$ cat src/rtl/vram_arb_pkg.sv
// rtl/vram_arb_pkg.sv - shared types and defaults for the VRAM arbiter
package vram_arb_pkg;

  // Arbiter states: idle, two video word fetches, one CPU byte access, CPU hand-off
  typedef enum logic [2:0] {
    IDLE = 3'd0,
    VID1 = 3'd1,
    VID2 = 3'd2,
    CPU  = 3'd3,
    DONE = 3'd4
  } arb_state_t;

  localparam logic [7:0] TIMEOUT_DEFAULT  = 8'd32;
  localparam logic [2:0] CPU_SLOT_DEFAULT = 3'd5;

endpackage

$ cat src/rtl/vram_arbiter.sv
// rtl/vram_arbiter.sv - video/CPU arbiter for a 16-bit VRAM port; build option VRAM_ARB_CONTENTION_EN limits CPU starts to hc_phase == CPU_SLOT
module vram_arbiter
  import vram_arb_pkg::*;
#(
  parameter logic [2:0] CPU_SLOT = CPU_SLOT_DEFAULT,
  parameter logic [7:0] TIMEOUT  = TIMEOUT_DEFAULT
) (
  input  logic        clk_sys,
  input  logic        reset,
  input  logic        ce_6mn,
  input  logic [2:0]  hc_phase,
  input  logic        vid_req,
  input  logic [18:0] vid_addr1,
  input  logic [18:0] vid_addr2,
  output logic [15:0] vid_dout1,
  output logic [15:0] vid_dout2,
  output logic        vid_valid,
  input  logic        cpu_req,
  input  logic        cpu_we,
  input  logic [19:0] cpu_addr,
  input  logic [7:0]  cpu_din,
  output logic [7:0]  cpu_dout,
  output logic        cpu_ack,
  output logic        cpu_wait,
  output logic        mem_req,
  output logic        mem_we,
  output logic [18:0] mem_addr,
  output logic [1:0]  mem_be,
  output logic [15:0] mem_din,
  input  logic        mem_ack,
  input  logic [15:0] mem_dout,
  output logic        err_timeout
);

`ifdef VRAM_ARB_CONTENTION_EN
  localparam bit CONTENTION_EN = 1'b1;
`else
  localparam bit CONTENTION_EN = 1'b0;
`endif

  arb_state_t  state, state_next;
  logic [7:0]  watchdog, watchdog_next;

  logic        mem_req_next;
  logic        mem_we_next;
  logic [18:0] mem_addr_next;
  logic [1:0]  mem_be_next;
  logic [15:0] mem_din_next;
  logic [15:0] vid_dout1_next;
  logic [15:0] vid_dout2_next;
  logic        vid_valid_next;
  logic [7:0]  cpu_dout_next;
  logic        cpu_ack_next;
  logic        err_timeout_next;

  logic        slot_ok;
  logic        wd_expire;
  logic        grant_done;

  // With contention the CPU may only start in its own pixel phase; otherwise any ce_6mn will do
  assign slot_ok    = ~CONTENTION_EN | (hc_phase == CPU_SLOT);
  // Last idle-waiting cycle of an access; the watchdog reaches TIMEOUT at the coming edge
  assign wd_expire  = (watchdog == TIMEOUT - 8'd1);
  assign grant_done = (state == DONE);
  assign cpu_wait   = cpu_req & ~cpu_ack & ~grant_done;

  // State and all registered outputs
  always_ff @(posedge clk_sys) begin
    if (reset) begin
      state       <= IDLE;
      watchdog    <= 8'd0;
      mem_req     <= 1'b0;
      mem_we      <= 1'b0;
      mem_addr    <= 19'd0;
      mem_be      <= 2'b00;
      mem_din     <= 16'd0;
      vid_dout1   <= 16'd0;
      vid_dout2   <= 16'd0;
      vid_valid   <= 1'b0;
      cpu_dout    <= 8'd0;
      cpu_ack     <= 1'b0;
      err_timeout <= 1'b0;
    end else begin
      state       <= state_next;
      watchdog    <= watchdog_next;
      mem_req     <= mem_req_next;
      mem_we      <= mem_we_next;
      mem_addr    <= mem_addr_next;
      mem_be      <= mem_be_next;
      mem_din     <= mem_din_next;
      vid_dout1   <= vid_dout1_next;
      vid_dout2   <= vid_dout2_next;
      vid_valid   <= vid_valid_next;
      cpu_dout    <= cpu_dout_next;
      cpu_ack     <= cpu_ack_next;
      err_timeout <= err_timeout_next;
    end
  end

  // Slot decisions, memory port setup, data capture and watchdog abort
  always_comb begin
    state_next       = state;
    watchdog_next    = watchdog;
    mem_req_next     = mem_req;
    mem_we_next      = mem_we;
    mem_addr_next    = mem_addr;
    mem_be_next      = mem_be;
    mem_din_next     = mem_din;
    vid_dout1_next   = vid_dout1;
    vid_dout2_next   = vid_dout2;
    vid_valid_next   = 1'b0;
    cpu_dout_next    = cpu_dout;
    cpu_ack_next     = 1'b0;
    err_timeout_next = err_timeout;

    case (state)
      IDLE: begin
        watchdog_next = 8'd0;
        // Video wins any tie; a late mem_ack here is simply not looked at
        if (ce_6mn && vid_req) begin
          state_next    = VID1;
          mem_req_next  = 1'b1;
          mem_we_next   = 1'b0;
          mem_addr_next = vid_addr1;
          mem_be_next   = 2'b11;
        end else if (ce_6mn && cpu_req && slot_ok) begin
          state_next    = CPU;
          mem_req_next  = 1'b1;
          mem_we_next   = cpu_we;
          mem_addr_next = cpu_addr[19:1];
          mem_be_next   = cpu_addr[0] ? 2'b10 : 2'b01;
          mem_din_next  = {cpu_din, cpu_din};
        end
      end

      VID1: begin
        if (mem_ack) begin
          // mem_req stays up; the second word is a fresh access with its own watchdog budget
          vid_dout1_next = mem_dout;
          mem_addr_next  = vid_addr2;
          watchdog_next  = 8'd0;
          state_next     = VID2;
        end else if (wd_expire) begin
          mem_req_next     = 1'b0;
          err_timeout_next = 1'b1;
          watchdog_next    = 8'd0;
          state_next       = IDLE;
        end else begin
          watchdog_next = watchdog + 8'd1;
        end
      end

      VID2: begin
        if (mem_ack) begin
          vid_dout2_next = mem_dout;
          vid_valid_next = 1'b1;
          mem_req_next   = 1'b0;
          watchdog_next  = 8'd0;
          state_next     = IDLE;
        end else if (wd_expire) begin
          mem_req_next     = 1'b0;
          err_timeout_next = 1'b1;
          watchdog_next    = 8'd0;
          state_next       = IDLE;
        end else begin
          watchdog_next = watchdog + 8'd1;
        end
      end

      CPU: begin
        if (mem_ack) begin
          // The latched byte lane selects which half of the word the CPU gets back
          cpu_dout_next = mem_be[1] ? mem_dout[15:8] : mem_dout[7:0];
          cpu_ack_next  = 1'b1;
          mem_req_next  = 1'b0;
          mem_we_next   = 1'b0;
          watchdog_next = 8'd0;
          state_next    = DONE;
        end else if (wd_expire) begin
          // The CPU still gets its ack so it never stalls forever; 8'hFF marks the dead read
          cpu_dout_next    = 8'hFF;
          cpu_ack_next     = 1'b1;
          mem_req_next     = 1'b0;
          mem_we_next      = 1'b0;
          err_timeout_next = 1'b1;
          watchdog_next    = 8'd0;
          state_next       = IDLE;
        end else begin
          watchdog_next = watchdog + 8'd1;
        end
      end

      DONE: begin
        // Hold here until the CPU lets go so one request is never served twice
        if (!cpu_req) begin
          state_next = IDLE;
        end
      end

      default: begin
        mem_req_next  = 1'b0;
        mem_we_next   = 1'b0;
        watchdog_next = 8'd0;
        state_next    = IDLE;
      end
    endcase
  end

endmodule

$ cat config.mk
export PLATFORM = sky130hd
export DESIGN_NAME = vram_arbiter
export DESIGN_NICKNAME = d
export VERILOG_FILES = /design/src/rtl/vram_arb_pkg.sv /design/src/rtl/vram_arbiter.sv
export SDC_FILE = /design/constraint.sdc
export NUM_CORES = 1
export LEC_CHECK = 0
export CORE_MARGIN = 4
export CORE_UTILIZATION = 37
export DETAILED_ROUTE_END_ITERATION = 16
export PLACE_DENSITY = 0.76
export SYNTH_ARGS = -nofsm -noshare
export SYNTH_HDL_FRONTEND = slang
export SYNTH_SLANG_ARGS = --single-unit
export TNS_END_PERCENT = 30
$ cat constraint.sdc
create_clock -name clk_sys -period 1.65 [get_ports clk_sys]
set_clock_uncertainty 0.2 [all_clocks]
set_input_delay 0.33 -clock clk_sys [delete_from_list [all_inputs] [get_ports clk_sys]]
set_output_delay 0.33 -clock clk_sys [all_outputs]
set_load 0.01 [all_outputs]
==> impl_metrics.csv <==
group,metric,value,unit
setup_path,crit_fanout,5,
floorplanning,pin_count,175,
routing,drc,0,
floorplanning,fp-row-count,36,
pwr,cellPowerDensity,787.5,nW/um2
routing,first_iter_violations,197,
layout,num-fill-cells,805,
layout,final_cells,762,
worst_hold_path,hold_depth,2,
synth,synth_edf_count,0,
setup_path,cp_slowest_cell,"or3b_4",
routing,avgViaCountPerCell,5.100,
synth,synth_seq_cells,85,
synth,ys_seq_area_share,45.82,%
setup_path,r2r_slack,-0.14,ns
layout,drive_gt1_share,23.53,%
timing,setup_viol,38,
floorplanning,dieWidth,108.2,um
timing,fmax,559.3,MHz
routing,postRouteAntennaNets,0,
layout,diodes,0,
clocking,clock_sinks,85,
setup_path,cp_cell_sequence,"buf_6, or3b_4, buf_8, clkbuf_16, a21oi_2, a22o_1",
synth,synthArstFlopShare,0,%
routing,avgRoutedWirePerCell,16.67,um
placement,dp_hpwl,8631,um
timing,rsz0062_at_grt,"yes",
synth,yosysTopAreaCellShare,45.82,%
timing,post-route-min-period,1.788,ns
timing,whs,0.2553,ns
grt,antenna_found_initial,0,
routing,dr.pass1.iters,4,
layout,nets,717,
layout,area_growth,75.47,%
synth,synth_top_area_cell,"dfxtp_1",
timing,hold_viol,0,
routing,drt_wl_total,12710,um
setup_path,critical_path_class,"reg2reg",
synth,netlist_top_cells_area,"dfxtp_1, mux2i_1, a21oi_1",
setup_path,r2r-start,"state[2]",
grt,grt.overflow.total,0,
run_status,status,"finished with violations",
grt,grt_usage,20.17,%
synth,syn_area,3714,um2
placement,place.gp.congestion,0.8392,
setup_path,end_kind,"register",
synth,synthFlopType,"dfxtp_1",
grt,grt_pass1_wl,18750,um
layout,mostFrequentLayoutCells,"clkdlybuf4s50_1, dlygate4sd2_1, dfxtp_1",
timing,worst_pin_slew,0.3854,ns
clocking,cts_tree,"yes",
layout,mostFrequentLayoutCell,"clkdlybuf4s50_1",
setup_path,reg2reg_to,"mem_addr[1]",
clocking,cts_buffers,9,
clocking,clock_latency,0.34,ns
clocking,root_buffer,"clkbuf_8",
timing,relSlewSlack,73.95,%
clocking,clk_path_buf_depth,2,
timing,finalMaxSlewViolations,0,
clocking,cts_max_level,3,
clocking,hold_buffers,0,
layout,seq_area,1710,um2
worst_hold_path,worstHoldEndpoint,"vid_dout1[1]",
floorplanning,dieArea,11700,um2
worst_hold_path,hold_class,"reg2reg",
placement,pre_cts_ws,-0.6782,ns
synth,postSynthAreaPerCell,8.842,um2
pwr,leakage,2.904,nW
setup_path,crit_required,1.75,ns
run_status,violations,"setup timing",
floorplanning,die_h,108.2,um
placement,portBuffers,171,
synth,syn_nets,513,
setup_path,rr_worst_depth,6,
pwr,ir_drop,0.5165,mV
setup_path,startpoint_type,"register",
grt,grt_pass1_vias,3866,
flow_run,maxCapViolations,0,
synth,syn-instance-count,420,
synth,ys_warn_count,0,
timing,finalCritPeriodShare,108.4,%
routing,vias,3886,
placement,dp.cells,733,
synth,yosysUniqueCellTypes,43,
grt,grt_max_degree,53,
setup_path,slowest_delay,0.47,ns
floorplanning,start_util,37.99,%
layout,multiInputGateArea,2087,um2
clocking,clk_pin_slew,0.09,ns
worst_hold_path,hp-start,"vid_dout1[1]",
timing,setup_slack,-0.1380,ns
floorplanning,core,9774,um2
setup_path,worst_ep_arrival_time,1.88,ns
==> state kept, by name (all words and copies together) (netlist names) <==
signal,count
mem_din,8
mem_be,2
cpu_dout,8
mem_req,1
mem_we,1
watchdog,8
err_timeout,1
mem_addr,19
vid_dout1,16
state,3
vid_dout2,16
cpu_ack,1
vid_valid,1
==> area by class of cell <==
cell class,count,area share (%)
clock inverters,7,1.517
repair buffers,230,35.64
well taps,133,2.554
multi-input cells,296,32.03
inverters,2,0.1152
flip-flops and latches,85,26.25
clock buffers,9,1.901
==> stage by stage <==
step	TNS, ns	utilization [%]	total power, mW	cell area (um2)
4_1_cts	-2.739	63.49	5.044	6206
6_report	-2.411	66.67	5.131	6516
2_1_floorplan	-0.8685	-	2.738	3717
5_1_grt	-5.461	66.67	5.360	6516
3_5_place_dp	-32.26	59.59	3.360	5824
3_3_place_gp	-29.19	59.59	3.336	5824
==> synth_stat cells (2+ instances only) <==
master / count
a21oi_1: 64
a22o_1: 19
a22oi_1: 3
a31oi_1: 3
buf_2: 8
buf_4: 10
buf_6: 5
clkbuf_1: 13
dfxtp_1: 85
inv_1: 2
mux2i_1: 36
nand2_1: 67
nand3b_1: 3
nand4_1: 2
nor2_1: 43
nor2b_1: 3
nor3_1: 9
nor3b_1: 2
nor3b_2: 2
nor4_1: 2
nor4b_1: 2
o21a_1: 10
o22ai_1: 2
xnor2_1: 6
==> cells by family after synthesis <==
kind of cell,Yosys count,share of synthesized area (%)
muxes,37,10.01
DFF,85,45.82
AOI/OAI and AO/OA,105,17.32
and+or+nand+nor,146,18.60
xor gates and xnor gates,6,1.415
adders and majority gates,2,0.6064
buffers and inverters,39,6.233
==> report_power, final <==
part / internal [mW] / switching, mW
sequential: 2.16 / 0.0706
clock: 0.860 / 0.773
combinational: 0.707 / 0.561
total: 3.73 / 1.40
==> layer usage <==
metal  part of all wire [%]  GRT usage [%]
met2                     50          35.66
met5                      0              0
met4                    2.1          6.763
met3                    8.4          6.328
met1                     40          23.01
==> how the worst max path moves through the flow <==
stage / from / to
after floorplan: vid_req / mem_addr[10]
after detailed placement: vid_req / mem_addr[4]
after CTS: state[2] / mem_addr[14]
after global placement: vid_req / mem_addr[7]
final: state[2] / mem_addr[1]
after global routing: state[2] / mem_addr[1]
==> critical path: cells and delay by family, from the launching register on <==
family                 cells  cell delay [ns]
AOI/OAI and AO/OA          2             0.26
buffers and inverters      3             0.47
and+or+nand+nor            1             0.47
DFF                        1             0.34
==> what timing repair did <==
action,in CTS,in global routing
gates resized for setup,109,70
pin swaps,7,21
setup endpoints to repair,139,71
setup buffers,3,3
cloned,6,1
No activity file was read; power rests on OpenSTA's default activity.
